==> config.mk <==
export PLATFORM = sky130hd
export DESIGN_NAME = branch_predictor
export DESIGN_NICKNAME = d
export VERILOG_FILES = /design/src/rtl/branch_predictor_pkg.sv /design/src/rtl/branch_predictor_sat_counter.sv /design/src/rtl/branch_predictor.sv
export SDC_FILE = /design/constraint.sdc
export NUM_CORES = 2
export LEC_CHECK = 0
export ABC_AREA = 1
export CAP_MARGIN = 20
export CELL_PAD_IN_SITES_DETAIL_PLACEMENT = 1
export CELL_PAD_IN_SITES_GLOBAL_PLACEMENT = 2
export CORE_MARGIN = 2
export CORE_UTILIZATION = 47
export CTS_BUF_LIST = sky130_fd_sc_hd__clkbuf_8
export CTS_CLUSTER_SIZE = 28
export DETAILED_ROUTE_END_ITERATION = 10
export PLACE_DENSITY_LB_ADDON = 0.2
export SYNTH_ARGS = -nofsm -noshare
export SYNTH_HDL_FRONTEND = slang
export SYNTH_MEMORY_MAX_BITS = 65536
export SYNTH_SLANG_ARGS = --single-unit
==> constraint.sdc <==
create_clock -name i_clk -period 20 [get_ports i_clk]
set_clock_uncertainty 0.1 [all_clocks]
set_input_delay 4 -clock i_clk [delete_from_list [all_inputs] [get_ports i_clk]]
set_output_delay 4 -clock i_clk [all_outputs]
set_load 0.05 [all_outputs]
==> src/rtl/branch_predictor_pkg.sv <==
// branch_predictor_pkg: shared types for the bimodal predictor and BTB
package branch_predictor_pkg;
    localparam int MAX_TAG_W = 32;
    typedef enum logic [1:0] {SNT, WNT, WT, ST} ctr_t;
    localparam ctr_t CTR_RST = WNT;
    typedef enum logic {INIT, RUN} state_t;
    typedef struct packed {
        logic                 valid;
        logic [MAX_TAG_W-1:0] tag;
        logic [31:0]          target;
    } btb_entry_t;
endpackage

==> src/rtl/branch_predictor_sat_counter.sv <==
// bp_sat_counter: next value of a 2-bit saturating direction counter
import branch_predictor_pkg::*;
module bp_sat_counter (
    input  ctr_t cnt,
    input  logic taken,
    output ctr_t nxt
);
    always_comb nxt = taken ? (cnt == ST ? ST : ctr_t'(cnt + 2'd1))
                            : (cnt == SNT ? SNT : ctr_t'(cnt - 2'd1));
endmodule

==> src/rtl/branch_predictor.sv <==
// branch_predictor: bimodal direction predictor plus direct-mapped BTB with post-reset table sweep.
// Define BP_GSHARE_EN to xor a global history register into the counter index.
import branch_predictor_pkg::*;
module branch_predictor #(
    parameter int ENTRIES = 64,
    parameter int TAG_W   = 8
) (
    input  logic        i_clk,
    input  logic        i_rst,
    input  logic [31:0] i_pc,
    output logic        o_pred_taken,
    output logic [31:0] o_pred_target,
    output logic        o_ready,
    input  logic        i_upd_valid,
    input  logic [31:0] i_upd_pc,
    input  logic        i_upd_taken,
    input  logic [31:0] i_upd_target
);
    localparam int IDX_W = $clog2(ENTRIES);
    ctr_t              cnt [ENTRIES];
    btb_entry_t        btb [ENTRIES];
    state_t            state;
    logic [IDX_W-1:0]  ptr, idx, uidx, cidx, ucidx;
    logic [TAG_W-1:0]  tag, utag;
    ctr_t              nxt;
    logic              hit, unused;
    assign idx    = i_pc[IDX_W+1:2];
    assign uidx   = i_upd_pc[IDX_W+1:2];
    assign tag    = i_pc[IDX_W+2 +: TAG_W];
    assign utag   = i_upd_pc[IDX_W+2 +: TAG_W];
    assign unused = ^{i_pc, i_upd_pc};
`ifdef BP_GSHARE_EN
    logic [IDX_W-1:0] ghr;
    assign cidx  = idx ^ ghr;
    assign ucidx = uidx ^ ghr;
    always_ff @(posedge i_clk) begin
        if (i_rst)
            ghr <= '0;
        else if (state == RUN && i_upd_valid)
            ghr <= {ghr[IDX_W-2:0], i_upd_taken};
    end
`else
    assign cidx  = idx;
    assign ucidx = uidx;
`endif
    bp_sat_counter u_ctr (.cnt(cnt[ucidx]), .taken(i_upd_taken), .nxt(nxt));
    always_ff @(posedge i_clk) begin
        if (i_rst) begin
            state <= INIT;
            ptr   <= '0;
        end else if (state == INIT) begin
            ptr <= ptr + 1'b1;
            if (ptr == IDX_W'(ENTRIES - 1))
                state <= RUN;
        end
    end
    // Tables carry no reset so they can map onto RAM; the sweep initialises them.
    always_ff @(posedge i_clk) begin
        if (!i_rst) begin
            if (state == INIT) begin
                cnt[ptr] <= CTR_RST;
                btb[ptr] <= '0;
            end else if (i_upd_valid) begin
                cnt[ucidx] <= nxt;
                if (i_upd_taken)
                    btb[uidx] <= '{valid: 1'b1, tag: MAX_TAG_W'(utag), target: i_upd_target};
            end
        end
    end
    always_comb begin
        o_ready       = state == RUN && !i_rst;
        hit           = btb[idx].valid && btb[idx].tag == MAX_TAG_W'(tag);
        o_pred_taken  = o_ready && cnt[cidx][1] && hit;
        o_pred_target = o_pred_taken ? btb[idx].target : 32'd0;
    end
endmodule

==> reports/results.txt <==
The tool flagged a number of max-cap violations equal to 0. Together, buffers and inverters on the worst path number 6. The pin count of the biggest net entering global routing was 218.

The run gives 242,000 um2 as the area of the die. In the post-synthesis netlist, the biggest area contributors are sky130_fd_sc_hd__edfxtp_1 (74%), sky130_fd_sc_hd__nand2_1 (9.1%), sky130_fd_sc_hd__nand3_1 (8.1%). Counting flops with a built-in enable in the synthesized netlist gives 2,752. The run gives 70.1 MHz as the fmax. The total routing usage reported by global routing was 0.284. The tools report the register area as 82,800 um2.

The worst setup path is of the in -> out kind. The worst setup path is launched from a primary input. The number of nets in the synthesized netlist is 9,377. In this run, distinct cell masters in the synthesized netlist total 39. The final period utilization works out to 0.713. Counting the buffers created by CTS gives 463.

For this run, design rule violations remaining after detail routing come to 0. The routed length on met1 came out at 148,000 um. For the cell area after placement, the log shows 116,000 um2. The tree is rooted in a sky130_fd_sc_hd__clkbuf_8.

The run gives 0.0000822 V as the worst-case vdd ir drop. TritonCTS built the clock tree. The logs give 0 for the total of endpoints with negative setup slack in the final report and 5 for the first-pass detailed-route iteration total. For the pin with the worst max-slew slack, the measured transition is 1440 ps. sky130_fd_sc_hd__edfxtp_1 is the most common cell in the netlist.

Buffers added to address setup during post-CTS repair amount to 0. The HPWL after detailed placement is 182,000 um, and the routed via count is 76,100. The Yosys step of the flow raised 0 warnings. The tools report the number of max-slew violations in the final report as 0. Counting stages on the worst path, the most repeated cell is sky130_fd_sc_hd__buf_4. The cell with the largest stage delay on the worst path is sky130_fd_sc_hd__buf_4.

Total power: 0.0114 W. The commonest cells after synthesis are sky130_fd_sc_hd__edfxtp_1 (2,752), sky130_fd_sc_hd__nand2_1 (2,705), sky130_fd_sc_hd__nand3_1 (1,818), sky130_fd_sc_hd__nor2_1 (420), sky130_fd_sc_hd__buf_2 (335). Row count: 179. After detailed routing, the met3 layer carries 21,300 um of wire. After the first detailed-routing iteration, the DRC count stood at 7,226.

The initial antenna violation count is 8, and the y dimension of the die is 492 um. The number of global-route vias before repair came out at 78,800. Setup repair after global routing left no endpoint under its margin.

The run gives 238,000 um2 as the standard cell core area. The critical path goes through buf_8 > buf_4 > buf_4 > buf_4 > buf_4 > a21oi_1 > a22o_1 > nor2_1 > o21ai_1 > o21ai_0 > o22ai_1 > nor3_2 > clkdlybuf4s50_1. The worst setup path is captured at a primary output. Mean cell area of the mapped netlist: 12.1 um2.

The number of gates given a new drive strength after cts is 0, and the total number of nets in the final design is 9,526. Synthesized instance count: 9,276. The global route total overflow was 0; the flip-flop and latch count after synthesis was 2,759.

The number of port buffers works out to 97. The area growth from synthesis to layout is 11.1%. The post-cts hold buffer count was 0; the arrival time at the worst endpoint was 10,160 ps. The effective utilization at floorplan is 0.472. The highest layer touched by signal routing is met5. For the total count of hold-check failures in the final report, the log shows 0. The power per cell area is 91.2 nW/um2, and the fraction of synthesis flops using an asynchronous set or reset pin is 0.

Broken down by cell family, the worst path's largest delay share belongs to buffers and inverters. The library cell with the largest summed area after synthesis is sky130_fd_sc_hd__edfxtp_1. Largest stage delay on the critical path: 910 ps.

The path class of the tightest hold or removal check is reg -> reg. The cell area after technology mapping was 112,000 um2; the sequential cell area fraction in the yosys report was 0.738. The most used flip-flop cell after synthesis is sky130_fd_sc_hd__edfxtp_1. 134 I/O pins were placed. The final layout contains routed wiring with a total length of 347,000 um.

The clock transition at the registers of the reported paths was 60 ps. The analysis attributes to cell leakage a power of 46.4 nW. The post-route cell area is 125,000 um2.

The via-per-instance ratio was 5.87. For the routed wire length on met2, the log shows 167,000 um. The logs give 0.0383 for the headroom to the max-slew limit and 13,000 for the count of placed standard cells in the final layout, fillers left out. The layout has 24,300 filler cells. The logs give 0 ps for the final-layout setup total negative slack and 5 for the number of levels the H-tree was split into.

Dividing the detail-routed wire length by the instance count gives 26.8 um. The proportion of netlist area held by the largest area contributor was 0.737; the number of sinks driven by the clock tree was 2,759. The minimum clock period works out to 14,260 ps. The count of nets left with antenna violations once routing finished came out at 0.

The run finished with clean final reports. Routability-driven placement finished with a final weighted congestion of 0.809. The run gives 513,000 um as the wire length of the first global-routing pass. The highest net fanout along the worst path works out to 93.

The number of placed instances, taps included, is 12,100. For the worst setup path, the data required time is 15,900 ps. The die width is 492 um, and the fraction of layout instances using a drive strength above 1 is 0.0912.

In the final layout, the multi-input gates occupy 26,700 um2. The longest clock path from root to sink contains 4 buffers. For the insertion delay of the later-clocked pin in the worst-skew pair, the log shows 1130 ps.
## through the flow
| step | hold slack (ps) | utilization | setup slack (ps) |
|---|---|---|---|
| global route | 408 | 0.524 | 5500 |
| finish | 388 | 0.524 | 5740 |
| CTS | 388 | 0.524 | 5850 |
| detailed placement | 420 | 0.490 | 5900 |
| global placement | 398 | 0.490 | 5940 |
| floorplan | 358 | - | 9400 |
## worst paths after layout
| path | slack [ps] | depth (start not counted) | to | startpoint |
|---|---|---|---|---|
| min | 390 | 2 | state | ptr[4] |
| max | 5740 | 13 | o_pred_target[7] | i_pc[2] |
| min reg2reg | 390 | 2 | state | ptr[4] |
| max reg2reg | 14100 | 10 | btb[36][0] | state |
## cell usage in the layout, fill, tap and decap left out, drive strengths merged, types with 2 or more instances in the layout
cell type      Yosys  final
clkinvlp           0      5
nand3b             4      4
a211oi             3      3
clkdlybuf4s50      0     90
clkbuf           159    473
nand3           1819   1819
a221oi            34     34
or2                7      7
bufinv             0      4
diode              0      8
buf              456    204
o21ai            316    316
and3               2      2
o211ai            10     10
clkinv             4    198
inv               95    252
a22o              82     82
dfxtp              7      7
a32o               3      3
o22ai             50     50
a22oi              8      8
nand2           2705   2705
nor3              37     37
nor4               8      8
nand4              8      8
a21oi            281    281
nor2             420    420
edfxtp          2752   2752
## cells by family (layout without fill, tap and decap cells)
kind of cell,Yosys count,in the layout,share of synthesized area
simple gates,5010,5010,0.190
flops,2759,2759,0.738
compound gates,791,791,0.0406
buf+inv,714,1226,0.0305
fa+ha+maj,1,1,0.000112
xor+xnor,1,1,0.0000781
other cells,0,8,0
## registers in the layout (all words and copies together) (netlist names)
| signal | cells |
|---|---|
| btb | 2624 |
| ptr | 6 |
| state | 1 |
| cnt | 128 |
## cell type report
cell class / instances / area share
Antenna cell: 8 / 0.000161
Clock buffer: 468 / 0.0517
Clock inverter: 360 / 0.0126
Inverter: 99 / 0.00332
Multi-Input combinational cell: 5803 / 0.215
Sequential cell: 2759 / 0.665
Tap cell: 3167 / 0.0318
Timing Repair Buffer: 299 / 0.0211
## power by group
group	internal (W)	switching, W	total (W)
Sequential	0.00628	0.00000394	0.00629
Combinational	0.000147	0.000459	0.000606
Clock	0.00221	0.00225	0.00446
Total	0.00864	0.00271	0.0114
## worst register-to-register path, delay by kind of cell (launching register included)
kind	cells	cell delay, ps
flip-flops	1	420
buffers and inverters	3	1490
AND/OR/NAND/NOR	6	3230
AO/OA/AOI/OAI	1	210
## per-layer routing
layer / vias up / global-route usage
li1: 33600 / -
met1: 39400 / 0.387
met2: 2505 / 0.469
met3: 590 / 0.0432
met4: 4 / 0.0926
met5: - / 0
No activity file was read; power rests on OpenSTA's default activity.
